### config.mk
export PLATFORM = sky130hd
export DESIGN_NAME = barrel_shifter_rotator_flat
export DESIGN_NICKNAME = d
export VERILOG_FILES = /design/src/rtl/barrel_shifter_rotator_if.sv /design/src/rtl/barrel_shifter_rotator.sv /design/src/flat_wrapper.sv
export SDC_FILE = /design/constraint.sdc
export NUM_CORES = 1
export LEC_CHECK = 0
export BUFFER_PORTS_ARGS = -buffer_cell sky130_fd_sc_hd__buf_2
export CORE_UTILIZATION = 45
export CTS_CLUSTER_SIZE = 40
export DETAILED_ROUTE_END_ITERATION = 10
export HOLD_SLACK_MARGIN = 0.08
export PLACE_DENSITY = 0.75
export SLEW_MARGIN = 5
export SYNTH_ARGS = -nofsm -noshare
export SYNTH_HDL_FRONTEND = slang
export SYNTH_SLANG_ARGS = --single-unit
### constraint.sdc
create_clock -name clk -period 5.9 [get_ports clk]
set_input_delay 1.77 -clock clk [delete_from_list [all_inputs] [get_ports clk]]
set_output_delay 1.77 -clock clk [all_outputs]
set_load 0.02 [all_outputs]
### src/rtl/barrel_shifter_rotator_if.sv
// Operand/result bundle for barrel_shifter_rotator; slave is the shifter side,
// master is whoever drives the operand and consumes the results.
interface barrel_shifter_rotator_if #(
    parameter int N = 8
);
    localparam int SA_W = $clog2(N);

    logic [N-1:0]    data_i;
    logic [SA_W-1:0] shift_amount_i;
    logic            shift_direction_i;
    logic            valid_i;
    logic [N-1:0]    shifted_data_o;
    logic [N-1:0]    shifted_data_q_o;
    logic            valid_o;

    modport slave (
        input  data_i,
        input  shift_amount_i,
        input  shift_direction_i,
        input  valid_i,
        output shifted_data_o,
        output shifted_data_q_o,
        output valid_o
    );

    modport master (
        output data_i,
        output shift_amount_i,
        output shift_direction_i,
        output valid_i,
        input  shifted_data_o,
        input  shifted_data_q_o,
        input  valid_o
    );
endinterface

### src/rtl/barrel_shifter_rotator.sv
// N-bit rotating barrel shifter: log2(N)-stage right-rotate mux network, combinational
// and registered outputs. Define BARREL_SHIFTER_PIPE_EN for a 2-cycle registered path.
module barrel_shifter_rotator #(
    parameter int N = 8
) (
    input  logic                    clk,
    input  logic                    rst,
    barrel_shifter_rotator_if.slave bus
);
    localparam int SA_W = $clog2(N);

    if (N < 2 || (N & (N - 1)) != 0) begin : g_bad_n
        $error("barrel_shifter_rotator: N must be a power of two and >= 2");
    end

    function automatic logic [N-1:0] bit_reverse(input logic [N-1:0] x);
        logic [N-1:0] y;
        for (int k = 0; k < N; k++) begin
            y[k] = x[N-1-k];
        end
        return y;
    endfunction

    // Left rotate = reverse, rotate right, reverse; one right-rotate network serves both.
    logic [N-1:0] w_stage [SA_W+1];
    logic [N-1:0] w_result;

    assign w_stage[0] = bus.shift_direction_i ? bit_reverse(bus.data_i) : bus.data_i;

    for (genvar j = 0; j < SA_W; j++) begin : g_stage
        localparam int SH = 1 << j;
        assign w_stage[j+1] = bus.shift_amount_i[j]
                            ? {w_stage[j][SH-1:0], w_stage[j][N-1:SH]}
                            : w_stage[j];
    end

    assign w_result           = bus.shift_direction_i ? bit_reverse(w_stage[SA_W]) : w_stage[SA_W];
    assign bus.shifted_data_o = w_result;

    logic [N-1:0] r_data_q;
    logic         r_valid_q;

`ifdef BARREL_SHIFTER_PIPE_EN
    localparam int P = SA_W / 2;

    logic [N-1:0]    r_mid_data;
    logic [SA_W-1:P] r_mid_sa;
    logic            r_mid_dir;
    logic            r_mid_valid;
    logic [N-1:0]    w_tail [P:SA_W];
    logic [N-1:0]    w_tail_result;

    always_ff @(posedge clk or posedge rst) begin
        if (rst) begin
            r_mid_data  <= '0;
            r_mid_sa    <= '0;
            r_mid_dir   <= 1'b0;
            r_mid_valid <= 1'b0;
        end else begin
            r_mid_valid <= bus.valid_i;
            if (bus.valid_i) begin
                r_mid_data <= w_stage[P];
                r_mid_sa   <= bus.shift_amount_i[SA_W-1:P];
                r_mid_dir  <= bus.shift_direction_i;
            end
        end
    end

    // Second half of the network re-built on the registered mid-point.
    assign w_tail[P] = r_mid_data;

    for (genvar j = P; j < SA_W; j++) begin : g_tail
        localparam int SH = 1 << j;
        assign w_tail[j+1] = r_mid_sa[j]
                           ? {w_tail[j][SH-1:0], w_tail[j][N-1:SH]}
                           : w_tail[j];
    end

    assign w_tail_result = r_mid_dir ? bit_reverse(w_tail[SA_W]) : w_tail[SA_W];

    always_ff @(posedge clk or posedge rst) begin
        if (rst) begin
            r_data_q  <= '0;
            r_valid_q <= 1'b0;
        end else begin
            r_valid_q <= r_mid_valid;
            if (r_mid_valid) begin
                r_data_q <= w_tail_result;
            end
        end
    end
`else
    // NOTE: non-blocking assignments keep every flop sampling pre-edge values.
    always_ff @(posedge clk or posedge rst) begin
        if (rst) begin
            r_data_q  <= '0;
            r_valid_q <= 1'b0;
        end else begin
            r_valid_q <= bus.valid_i;
            if (bus.valid_i) begin
                r_data_q <= w_result;
            end
        end
    end
`endif

    assign bus.shifted_data_q_o = r_data_q;
    assign bus.valid_o          = r_valid_q;
endmodule

### src/flat_wrapper.sv
// flat-port wrapper written by rule: the top's interface ports become plain ports
module barrel_shifter_rotator_flat 
#(
    parameter int N = 8
)
  (clk, rst, bus_data_i, bus_shift_amount_i, bus_shift_direction_i, bus_valid_i, bus_shifted_data_o, bus_shifted_data_q_o, bus_valid_o);
  barrel_shifter_rotator_if #(.N(N)) bus_i ();
  input  logic clk;
  input  logic rst;
  input wire logic [$bits(bus_i.data_i)-1:0] bus_data_i;
  input wire logic [$bits(bus_i.shift_amount_i)-1:0] bus_shift_amount_i;
  input wire logic [$bits(bus_i.shift_direction_i)-1:0] bus_shift_direction_i;
  input wire logic [$bits(bus_i.valid_i)-1:0] bus_valid_i;
  output wire logic [$bits(bus_i.shifted_data_o)-1:0] bus_shifted_data_o;
  output wire logic [$bits(bus_i.shifted_data_q_o)-1:0] bus_shifted_data_q_o;
  output wire logic [$bits(bus_i.valid_o)-1:0] bus_valid_o;
  assign bus_i.data_i = bus_data_i;
  assign bus_i.shift_amount_i = bus_shift_amount_i;
  assign bus_i.shift_direction_i = bus_shift_direction_i;
  assign bus_i.valid_i = bus_valid_i;
  assign bus_shifted_data_o = bus_i.shifted_data_o;
  assign bus_shifted_data_q_o = bus_i.shifted_data_q_o;
  assign bus_valid_o = bus_i.valid_o;
  barrel_shifter_rotator #(.N(N)) u_core (.clk(clk), .rst(rst), .bus(bus_i));
endmodule
# After elaboration in Yosys (flattened, before gate mapping)
# Cells that the tools add are included.
# word_totals
regBits	9
word_cells	7
# classes
n_mux	5
# ops
op	n
two-way mux 8 bit	5

# Depth between registers and ports, before layout
# depth
depth_word	5
mapped_depth	6
ltp_nobuf	4

# Least setup slack after synthesis
# Ideal clock, no wire load.
# synth_path
path_kind	input to output
start	in bus_shift_direction_i
end	out bus_shifted_data_o[0]
path_buffers	2
cell_stages	6
arrival_ns	3.337
path_slack_ns	0.793
path_cell_list	buf_6 > buf_8 > mux2i_2 > a22oi_2 > a21oi_1 > nor4_1
# synth_via
elab_chain_len	5
# synth_rtl
element	line	source
start, declared	flat_wrapper.sv:12	input wire logic [$bits(bus_i.shift_direction_i)-1:0] bus_shift_direction_i;
two-way mux 8 bit	barrel_shifter_rotator.sv:28	assign w_stage[0] = bus.shift_direction_i ? bit_reverse(bus.data_i) : bus.data_i;
two-way mux 8 bit (3 in series)	barrel_shifter_rotator.sv:33	? {w_stage[j][SH-1:0], w_stage[j][N-1:SH]}
two-way mux 8 bit *	barrel_shifter_rotator.sv:37	assign w_result = bus.shift_direction_i ? bit_reverse(w_stage[SA_W]) : w_stage[SA_W];
end, declared	flat_wrapper.sv:14	output wire logic [$bits(bus_i.shifted_data_o)-1:0] bus_shifted_data_o;
# Every way passes the cells marked *; elsewhere a longest branch is shown, timed or not.

# Worst setup path in the final report
# layout_path
start	in bus_shift_direction_i
end	out bus_shifted_data_o[7]
# The elaborated chain is that of the path after synthesis.

==> results.yml <==
worst_setup_path:
  worstPathArrival_ps: 3510
  critPathMaxFanout: 19
  critPathLaunchType: "input port"
  cp.buffers_inverters: 2
  crit_required_ps: 4130
  critPathSlowestCell: "mux4_2"
  critPathCaptureType: "output port"
  path_delay_family: "multiplexers"
  crit_chain: "buf_2 > mux2_1 > mux4_2 > a32oi_2 > nand3_1 > buf_2"
  cp_slowest_stage_delay_ps: 520
  crit_type: "in2out"
  crit_path_frequent_cell: "buf_2"
global_route:
  grtUsageMet3_pct: 2.42
  antenna_found_initial: 0
  gr-total-overflow: 0
  busiest_layer: "met2"
  grtUsageMet1_pct: 28.5
  grt_max_degree: 20
  grt_pass1_vias: 995
  grt_pass1_wl_um: 4440
  grt_usage_pct: 23.2
  grt_use_met2_pct: 36.7
route:
  ant_nets: 0
  detail_route.iter0.violations: 25
  drt_pass1_iterations: 4
  via_count: 1054
  drcViolationCount: 0
  wl_um: 2630
  wl_per_cell_um: 15.2
  vias_per_cell: 6.09
timing:
  maxSlewHeadroom_pct: 71.2
  totalNegativeSetupSlack_ps: 0
  finalCritPeriodShare_pct: 89.5
  fin_skew_ps: 0
  rsz0062_at_grt: "no"
  finalHoldViolations: 0
  setup_viol: 0
  tightestPinTransition_ps: 432
  max_freq_mhz: 189
  period_needed_ps: 5280
  hold_ws_ps: 480
  slew_viol_final: 0
floorplan:
  pin_count: 32
  core-area_um2: 2210
  chipHeight_um: 50.6
  die_x_um: 50.6
  fp-row-count: 17
  die_area_um2: 2560
  start_util_pct: 48.0
power:
  peakVddDrop_uv: 174
  leakage_uw: 0.000514
  p_per_area_nw_per_um2: 200
run_status:
  status: "finished, final reports clean"
clocking:
  h-tree-depth: 1
  clk_pin_slew_ps: 70
  postCtsHoldBufs: 0
  cts_tree: "built"
  cts_resized: 0
  numClockSinks: 9
  clock_latency_ps: 270
  cts_buffer_depth: 2
  numCtsBuffers: 3
  clockRootBuffer: "clkbuf_4"
  post-cts-setup-buffer-count: 0
finish:
  final_nets: 161
  nFillCells: 206
  drive_gt1_share_pct: 37.2
  diodes: 0
  utilization_pct: 55.4
  stdcell_count: 173
  area_growth_pct: 15.6
yosys:
  synth_nets: 133
  synthesis.instances: 118
  synthesis.area_um2: 1060
  ys_ff_latch: 9
  yosys_warnings: 0
  synth.area.top_cells: "dfrtp_1 21%, o41ai_2 9.2%, a21oi_1 7.1%"
  yosysTopAreaCellShare_pct: 21.2
  yosysSeqAreaShare_pct: 21.2
  synth_cell_type_count: 32
  synth.avg_cell_area_um2: 8.99
  synth_top_area_cell: "dfrtp_1"
placement:
  dp_cells: 169
  post-dp-hpwl_um: 2040
  gp_congestion: 0.847
  io_buffers: 31
min_path:
  hold_path.class: "reg2reg"
flow_run:
  drv_cap: 0
==> sequential cells by signal (all words and copies together), names as in the netlist <==
name and count:
u_core.bus.shifted_data_q_o 8, u_core.bus.valid_o 1
==> placed cells by master, fill, tap and decap left out <==
master,count
nand4_1,1
nor4_1,6
a21oi_1,15
clkbuf_4,3
o21ai_1,2
xnor2_2,1
clkbuf_1,1
a22oi_2,4
mux4_2,3
nand3_1,5
nand2b_1,9
a41oi_1,2
nor2_1,13
mux2i_2,2
and2_1,2
mux2i_1,4
or2_2,1
mux2_4,2
a32oi_2,1
dfrtp_1,9
o21ai_0,4
inv_1,1
buf_2,31
o2bb2a_1,2
a22oi_1,4
nor2b_1,4
nand2_1,4
o41ai_2,6
a21boi_1,1
mux2_1,2
==> synthesized netlist by cell type <==
| cell type | instances |
|---|---|
| a21boi_1 | 1 |
| a21oi_1 | 15 |
| a22oi_1 | 4 |
| a22oi_2 | 4 |
| a32oi_2 | 1 |
| a41oi_1 | 2 |
| and2_1 | 2 |
| buf_1 | 3 |
| buf_2 | 2 |
| buf_6 | 1 |
| buf_8 | 1 |
| clkbuf_1 | 1 |
| dfrtp_1 | 9 |
| inv_1 | 1 |
| mux2_1 | 2 |
| mux2_4 | 2 |
| mux2i_1 | 4 |
| mux2i_2 | 2 |
| mux4_2 | 3 |
| nand2_1 | 4 |
| nand2b_1 | 9 |
| nand3_1 | 5 |
| nand4_1 | 1 |
| nor2_1 | 13 |
| nor2b_1 | 4 |
| nor4_1 | 6 |
| o21ai_0 | 4 |
| o21ai_1 | 2 |
| o2bb2a_1 | 2 |
| o41ai_2 | 6 |
| or2_2 | 1 |
| xnor2_2 | 1 |
==> logic make-up after synthesis <==
family / after synthesis / share of synthesized area (%)
simple gates: 45 / 21.9
compound gates: 41 / 32.4
mux: 13 / 17.7
flops: 9 / 21.2
buf+inv: 9 / 5.19
xor+xnor: 1 / 1.53
==> worst reg2reg max path, cell delays in order (launching register included) <==
cell and delay, ps:
dfrtp_1 370, nand2b_1 110, o41ai_2 90
==> path summary, 6_finish.rpt <==
check	to	cells past startpoint	startpoint	slack, ps
worst max register to register	u_core.bus.shifted_data_q_o[5]$_DFFE_PP0P_	2	u_core.bus.shifted_data_q_o[5]$_DFFE_PP0P_	5200
worst max-delay path	bus_shifted_data_o[7]	6	bus_shift_direction_i	620
worst min-delay path	u_core.bus.shifted_data_q_o[4]$_DFFE_PP0P_	2	u_core.bus.shifted_data_q_o[4]$_DFFE_PP0P_	480
max in group asynchronous	u_core.bus.shifted_data_q_o[3]$_DFFE_PP0P_	2	rst	4200
min in group asynchronous	u_core.bus.shifted_data_q_o[4]$_DFFE_PP0P_	2	rst	1440
worst min register to register	u_core.bus.shifted_data_q_o[4]$_DFFE_PP0P_	2	u_core.bus.shifted_data_q_o[4]$_DFFE_PP0P_	480
==> through the flow <==
stage                     cell area [um2]  worst slack (ps)  power (uW)
after floorplan                      1060               793         163
after global placement               1200               677         194
after detailed placement             1200               604         196
after CTS                            1230               618         248
after global routing                 1230               519         260
final                                1230               620         245
==> routing by layer <==
layer	vias to the layer above	part of all wire (%)
met5	-	0
met4	0	3.7
met3	10	4.6
met2	43	49
met1	494	42
li1	507	-
==> layout make-up <==
| cell class | instances | area [um2] | share of cell area [%] |
|---|---|---|---|
| tap | 28 | 35.0 | 2.86 |
| timing repair buffer | 31 | 155 | 12.7 |
| multi-input combinational | 100 | 781 | 63.7 |
| clock buffer | 4 | 26.3 | 2.14 |
| sequential | 9 | 225 | 18.4 |
| inverter | 1 | 3.75 | 0.306 |
==> where the power goes <==
| group | leakage [uW] | internal (uW) | switching (uW) | total [uW] |
|---|---|---|---|---|
| clock | 0.0000150 | 26.1 | 23.0 | 49.1 |
| combinational | 0.000394 | 46.0 | 75.7 | 122 |
| sequential | 0.000105 | 70.2 | 3.93 | 74.2 |
Note: power is estimated with default switching activity, not from simulation.
